`config.mk`:
```
export PLATFORM = sky130hd
export DESIGN_NAME = program_loader_flat
export DESIGN_NICKNAME = d
export VERILOG_FILES = /design/src/rtl/cpu_pkg.sv /design/src/rtl/program_loader_if.sv /design/src/rtl/loader_checksum.sv /design/src/rtl/program_loader.sv /design/src/flat_wrapper.sv
export SDC_FILE = /design/constraint.sdc
export NUM_CORES = 1
export LEC_CHECK = 0
export ABC_AREA = 0
export BUFFER_PORTS_ARGS = -buffer_cell sky130_fd_sc_hd__buf_2
export CAP_MARGIN = 40
export CORE_MARGIN = 5
export CORE_UTILIZATION = 25
export DETAILED_ROUTE_END_ITERATION = 12
export PLACE_DENSITY = 0.52
export SYNTH_ARGS = -nofsm -noshare
export SYNTH_HDL_FRONTEND = slang
export SYNTH_SLANG_ARGS = --single-unit
```
`constraint.sdc`:
```
create_clock -name clk -period 2.4 [get_ports clk]
set_input_delay 0 -clock clk [delete_from_list [all_inputs] [get_ports clk]]
set_output_delay 0 -clock clk [all_outputs]
set_load 0.02 [all_outputs]
```
`src/rtl/cpu_pkg.sv`:
```
// Shared types and constants for the program loader.
// Holds the loader state encoding, the length-header size and the checksum target.
// Imported by the loader top and its checksum sub-module.
package cpu_pkg;

   typedef enum logic [2:0] {
      IDLE,
      LEN,
      DATA,
      CHECK,
      DONE,
      ERROR
   } loader_state_t;

   // Number of big-endian length bytes at the head of a frame.
   localparam int LEN_BYTES = 4;

   // Payload sum plus trailer must land on this value for a good frame.
   localparam logic [7:0] CHK_OK = 8'h00;

endpackage

```
`src/rtl/program_loader_if.sv`:
```
// Byte-stream input and byte-write memory port of the program loader.
// Ports: in_valid/in_data/in_ready (stream handshake), mem_we/mem_addr/mem_wdata (memory write).
// slave modport is the loader side; master modport is the host link plus memory side.
interface program_loader_if;

   logic        in_valid;
   logic [7:0]  in_data;
   logic        in_ready;
   logic        mem_we;
   logic [31:0] mem_addr;
   logic [7:0]  mem_wdata;

   modport slave (
      input  in_valid, in_data,
      output in_ready, mem_we, mem_addr, mem_wdata
   );

   modport master (
      output in_valid, in_data,
      input  in_ready, mem_we, mem_addr, mem_wdata
   );

endinterface

```
`src/rtl/loader_checksum.sv`:
```
// 8-bit running sum of payload bytes with synchronous clear and enable.
// Ports: clk, reset, clr, en, din (byte to add / trailer to test), sum, ok.
// ok compares sum + din against the good-frame target, so it is valid on the trailer byte.
module loader_checksum
   import cpu_pkg::*;
(
   input  logic       clk,
   input  logic       reset,
   input  logic       clr,
   input  logic       en,
   input  logic [7:0] din,
   output logic [7:0] sum,
   output logic       ok
);

   always_ff @(posedge clk) begin
      if (reset || clr) begin
         sum <= 8'h00;
      end else if (en) begin
         sum <= sum + din;
      end
   end

   assign ok = (8'(sum + din) == CHK_OK);

endmodule

```
`src/rtl/program_loader.sv`:
```
// Loads a framed byte stream (LEN[4] | DATA[N] | CHECK) into program memory.
// Ports: clk, reset, start, bus (stream + memory write), cpu_hold, done, error, byte_count.
// One byte per cycle when in_valid is held; writes appear one cycle after the byte is accepted.
module program_loader
   import cpu_pkg::*;
#(
   parameter int unsigned MEM_BYTES = 256,
   parameter logic [31:0] BASE_ADDR = 32'h0000_0000
)
(
   input  logic              clk,
   input  logic              reset,
   input  logic              start,
   program_loader_if.slave   bus,
   output logic              cpu_hold,
   output logic              done,
   output logic              error,
   output logic [31:0]       byte_count
);

   loader_state_t state, state_nxt;

   logic [31:0] len;
   logic [1:0]  len_idx;
   logic        ready;
   logic        accept;
   logic        load_go;
   logic        data_wr;
   logic        chk_ok;
   logic [31:0] len_full;

   assign ready    = (state == LEN) || (state == DATA) || (state == CHECK);
   assign accept   = bus.in_valid && ready;
   // A new load may only begin from a resting state; start is ignored mid-frame.
   assign load_go  = start && ((state == IDLE) || (state == DONE) || (state == ERROR));
   assign data_wr  = accept && (state == DATA);
   // Length including the byte being accepted now, used to decide on the 4th byte.
   assign len_full = {len[23:0], bus.in_data};

   assign bus.in_ready = ready;
   assign done         = (state == DONE);
   assign error        = (state == ERROR);
   // ERROR keeps the CPU held so a partial image is never executed.
   assign cpu_hold     = ready || (state == ERROR);

   loader_checksum u_checksum (
      .clk   (clk),
      .reset (reset),
      .clr   (load_go),
      .en    (data_wr),
      .din   (bus.in_data),
      .sum   (),
      .ok    (chk_ok)
   );

   always_ff @(posedge clk) begin
      if (reset) begin
         state <= IDLE;
      end else begin
         state <= state_nxt;
      end
   end

   always_comb begin
      state_nxt = state;
      case (state)
         IDLE, DONE, ERROR: begin
            if (start) state_nxt = LEN;
         end
         LEN: begin
            if (accept && (len_idx == 2'(LEN_BYTES - 1))) begin
               if (len_full > 32'(MEM_BYTES)) state_nxt = ERROR;
               else if (len_full == 32'd0)    state_nxt = CHECK;
               else                           state_nxt = DATA;
            end
         end
         DATA: begin
            // byte_count already equals the index of the byte being accepted.
            if (accept && ((byte_count + 32'd1) == len)) state_nxt = CHECK;
         end
         CHECK: begin
            if (accept) state_nxt = chk_ok ? DONE : ERROR;
         end
         default: state_nxt = IDLE;
      endcase
   end

   always_ff @(posedge clk) begin
      if (reset) begin
         len        <= 32'd0;
         len_idx    <= 2'd0;
         byte_count <= 32'd0;
         bus.mem_we    <= 1'b0;
         bus.mem_addr  <= 32'd0;
         bus.mem_wdata <= 8'h00;
      end else begin
         bus.mem_we <= data_wr;
         if (load_go) begin
            len        <= 32'd0;
            len_idx    <= 2'd0;
            byte_count <= 32'd0;
         end
         if (accept && (state == LEN)) begin
            len     <= len_full;
            len_idx <= len_idx + 2'd1;
         end
         if (data_wr) begin
            bus.mem_addr  <= BASE_ADDR + byte_count;
            bus.mem_wdata <= bus.in_data;
            byte_count    <= byte_count + 32'd1;
         end
      end
   end

endmodule

```
`src/flat_wrapper.sv`:
```
// flat-port wrapper written by rule: the top's interface ports become plain ports
module program_loader_flat import cpu_pkg::*;
#(
   parameter int unsigned MEM_BYTES = 256,
   parameter logic [31:0] BASE_ADDR = 32'h0000_0000
)
  (clk, reset, start, cpu_hold, done, error, byte_count, bus_in_valid, bus_in_data, bus_in_ready, bus_mem_we, bus_mem_addr, bus_mem_wdata);
  program_loader_if bus_i ();
  input  logic clk;
  input  logic reset;
  input  logic start;
  output logic cpu_hold;
  output logic done;
  output logic error;
  output logic [31:0] byte_count;
  input wire logic [$bits(bus_i.in_valid)-1:0] bus_in_valid;
  input wire logic [$bits(bus_i.in_data)-1:0] bus_in_data;
  output wire logic [$bits(bus_i.in_ready)-1:0] bus_in_ready;
  output wire logic [$bits(bus_i.mem_we)-1:0] bus_mem_we;
  output wire logic [$bits(bus_i.mem_addr)-1:0] bus_mem_addr;
  output wire logic [$bits(bus_i.mem_wdata)-1:0] bus_mem_wdata;
  assign bus_i.in_valid = bus_in_valid;
  assign bus_i.in_data = bus_in_data;
  assign bus_in_ready = bus_i.in_ready;
  assign bus_mem_we = bus_i.mem_we;
  assign bus_mem_addr = bus_i.mem_addr;
  assign bus_mem_wdata = bus_i.mem_wdata;
  program_loader #(.MEM_BYTES(MEM_BYTES), .BASE_ADDR(BASE_ADDR)) u_core (.clk(clk), .reset(reset), .start(start), .bus(bus_i), .cpu_hold(cpu_hold), .done(done), .error(error), .byte_count(byte_count));
endmodule
```
==> metrics.yaml <==
run_status:
  status: "finished with violations"
  violations: "negative setup slack"
power_and_ir_drop:
  vdd_ir_drop_max_v: 0.000373
  clockPowerShare_pct: 46.7
  switching_share_pct: 31.8
  p_comb_share_pct: 16.2
  p_switching_w: 0.00175
  powerDensity_nw_per_um2: 628
  leakage_nw: 3.52
  internal_power_w: 0.00377
  power_w: 0.00552
  pwr-share-seq_pct: 37.1
cts:
  clk_latency_ps: 420
  ctsLongestPathBuffers: 2
  clk_pin_slew_ps: 70
  htree_num_levels: 4
  root_buffer: "clkbuf_16"
  cts_tree: "yes"
  cts.sinks: 118
  cts_buffers: 17
placement:
  hpwl_um: 17000
  place_ws_ps: -275
  portBuffers: 88
  gp_congestion: 0.887
worst_setup_path:
  r2r_start: "u_core.byte_count[1]"
  critical_path.max_stage_delay_ps: 590
  cp_max_fo: 3
  rr_endpoint: "u_core.state[2]"
  crit_slowest_cell: "or4_4"
  endpoint: "u_core.state[2]"
  endpoint_kind: "flip-flop"
  worstPathCellList: "ha_4 -> nand4_4 -> or4_4 -> buf_6 -> buf_4 -> nor2_4 -> buf_4 -> a32oi_1 -> nand4_1 -> nor4_4 -> nand4_1 -> o311ai_1"
  arrival_ps: 2780
  crit_start: "u_core.byte_count[1]"
  ff2ff_setup_slack_ps: -90
  cp.required_ps: 2680
  ff2ff_path_depth: 12
  path_class: "reg -> reg"
  startpoint_type: "flip-flop"
cells_and_area:
  synthToLayoutAreaGrowth_pct: 36.7
  diodes: 0
  fin_nets: 1050
  nFillCells: 2717
  utilization_pct: 34.8
  drive_gt1_share_pct: 28.8
hold_path:
  min-delay-start: "bus_in_data[0]"
  min_path_type: "in -> reg"
die:
  die_area_um2: 29000
  die_h_um: 170
  dieWidth_um: 170
  fp.coreArea_um2: 25300
  rows: 58
  ioPinCount: 89
  start_util_pct: 25.4
synth:
  synthesis.instances: 861
  ys_seq_area_share_pct: 36.8
  ys_seq_elements: 118
  async_flop_share_pct: 0
  synth_edf_count: 0
  ys_warn_count: 0
  synthDistinctLibCells: 62
  syn_area_um2: 6420
  synthFlopType: "dfxtp_1"
  synth_nets: 883
  syn_area_per_cell_um2: 7.46
route:
  firstDrtPassIters: 5
  drc: 0
  ant_nets: 0
  wl_um: 23200
  route.vias.total: 6805
  drtIter0Drc: 508
  detail_route.wl_per_cell_um: 16.9
  via_per_inst: 4.96
sta:
  clock-skew-final_ps: 12.3
  relSlewSlack_pct: 58.8
  maxSlewViolCount: 0
  final.setup.tns_ps: -175
  max_freq_mhz: 401
  setup-violations-final: 2
  worst_slew_pin_slew_ps: 618
  period_needed_ps: 2490
  period_share_pct: 104
  worst_slack_ps: -93.8
  rsz0062_at_grt: "yes"
  hold_viol: 0
grt:
  gr-total-overflow: 0
  antenna_found_initial: 1
  grt_pass1_wl_um: 36400
  grt_max_degree: 57
  grt_pass1_vias: 6340
  grt_usage_pct: 15.8
run:
  drv_cap: 0
final cells by class:
type	instances	area, µm²	share of cell area (%)
tap	330	413	4.70
clock inverter	15	158	1.79
inverter	5	18.8	0.214
clock buffer	17	425	4.84
timing repair buffer	223	1500	17.1
sequential	118	2380	27.1
multi-input combinational	663	3890	44.2
worst max-delay path: cells and delay by family, from the launching register on:
kind	cells	cell delay, ps
adder cells (fa/ha/maj)	1	150
AO/OA/AOI/OAI	2	240
AND/OR/NAND/NOR	6	1180
buffers and inverters	3	440
flip-flops	1	360
cells by family (layout without fill, tap and decap cells):
logic type | count (synthesis) | after routing | synth area share, %
adder cells (fa/ha/maj) | 10 | 10 | 2.06
buffers and inverters | 80 | 260 | 6.00
AND/OR/NAND/NOR | 406 | 406 | 30.3
multiplexers | 6 | 6 | 0.935
AO/OA/AOI/OAI | 190 | 190 | 16.9
flip-flops | 118 | 118 | 36.8
XOR/XNOR | 51 | 51 | 6.95
state kept, by name, indices dropped and copies added (netlist names):
register               cells
u_core.bus.mem_addr       32
u_core.bus.mem_wdata       8
u_core.bus.mem_we          1
u_core.byte_count         32
u_core.len                32
u_core.len_idx             2
u_core.state               3
u_core.u_checksum.sum      8
cell usage after synthesis (3+ instances only):
| master | n | area [µm²] |
|---|---|---|
| or2_2 | 4 | 25.0 |
| nand3b_1 | 10 | 75.1 |
| nor4_1 | 17 | 106 |
| buf_6 | 4 | 45.0 |
| nand3_1 | 54 | 270 |
| nand4_1 | 23 | 144 |
| buf_1 | 4 | 15.0 |
| ha_1 | 9 | 113 |
| o2111ai_1 | 3 | 26.3 |
| xor2_1 | 23 | 201 |
| a311oi_1 | 8 | 70.1 |
| or3_1 | 5 | 31.3 |
| and4_1 | 5 | 43.8 |
| o21ai_0 | 39 | 195 |
| and2_1 | 6 | 37.5 |
| a21oi_1 | 107 | 536 |
| nand2_1 | 165 | 619 |
| clkbuf_1 | 52 | 195 |
| nor3_1 | 20 | 100 |
| mux2i_1 | 6 | 60.1 |
| o31ai_1 | 5 | 37.5 |
| buf_2 | 5 | 25.0 |
| a211oi_1 | 5 | 37.5 |
| buf_4 | 6 | 45.0 |
| nor2_1 | 70 | 263 |
| xnor2_1 | 28 | 245 |
| inv_1 | 5 | 18.8 |
| a31oi_1 | 4 | 25.0 |
| and3_1 | 6 | 37.5 |
| a22oi_1 | 4 | 30.0 |
| nand2b_1 | 6 | 37.5 |
| dfxtp_1 | 118 | 2360 |
metal layers:
layer	GRT usage, %	vias to the layer above	wire length, µm
met5	0	-	13
met2	25.3	193	10900
li1	-	3365	-
met4	5.38	2	426
met3	3.11	25	1110
met1	21.4	3220	10800
worst min-delay path by stage:
| stage | endpoint | slack (ps) | cells past startpoint |
|---|---|---|---|
| after global routing | u_core.len[0] | 30 | 4 |
| after CTS | u_core.len[0] | 8 | 4 |
| final | u_core.len[0] | 30 | 4 |
| after floorplan | u_core.len[3] | 140 | 2 |
| after global placement | u_core.len[4] | 290 | 3 |
| after detailed placement | u_core.bus.mem_wdata[3] | 300 | 3 |
cell usage in the layout, fill, tap and decap left out, types with 10 or more instances in the layout:
cell type    n
nand4_1     23
nand2_1    164
a21oi_1    105
buf_4      126
xnor2_1     26
nor4_1      11
o21ai_0     36
buf_2       87
xor2_1      22
nor2_1      67
clkbuf_16   17
nand3_1     54
dfxtp_1    108
nand3b_1    10
nor3_1      16
what timing repair did:
| item | CTS | global route |
|---|---|---|
| setup buffers | 2 | 2 |
| pin swaps | 14 | 10 |
| setup endpoints to repair | 2 | 4 |
| hold buffers | 7 | 0 |
| gates resized for setup | 15 | 25 |
| hold endpoints to repair | 14 | 0 |
per-stage QoR:
step | std cells | cell area, µm² | hold WS [ps]
2_1_floorplan | 861 | 6470 | 136
3_3_place_gp | 1328 | 7920 | 294
3_5_place_dp | 1328 | 7920 | 297
4_1_cts | 1369 | 8660 | 8.42
5_1_grt | 1371 | 8780 | 28.5
6_report | 1371 | 8780 | 27.4
power by group through the flow:
stage                     registers [W]  clock network [W]  logic, W
after floorplan                 0.00209                  0  0.000541
after global placement          0.00209                  0  0.000867
after detailed placement        0.00209                  0  0.000865
after CTS                       0.00205            0.00264  0.000890
after global routing            0.00206            0.00274  0.000988
final                           0.00205            0.00258  0.000894
Power figures use the tool's default switching activity.
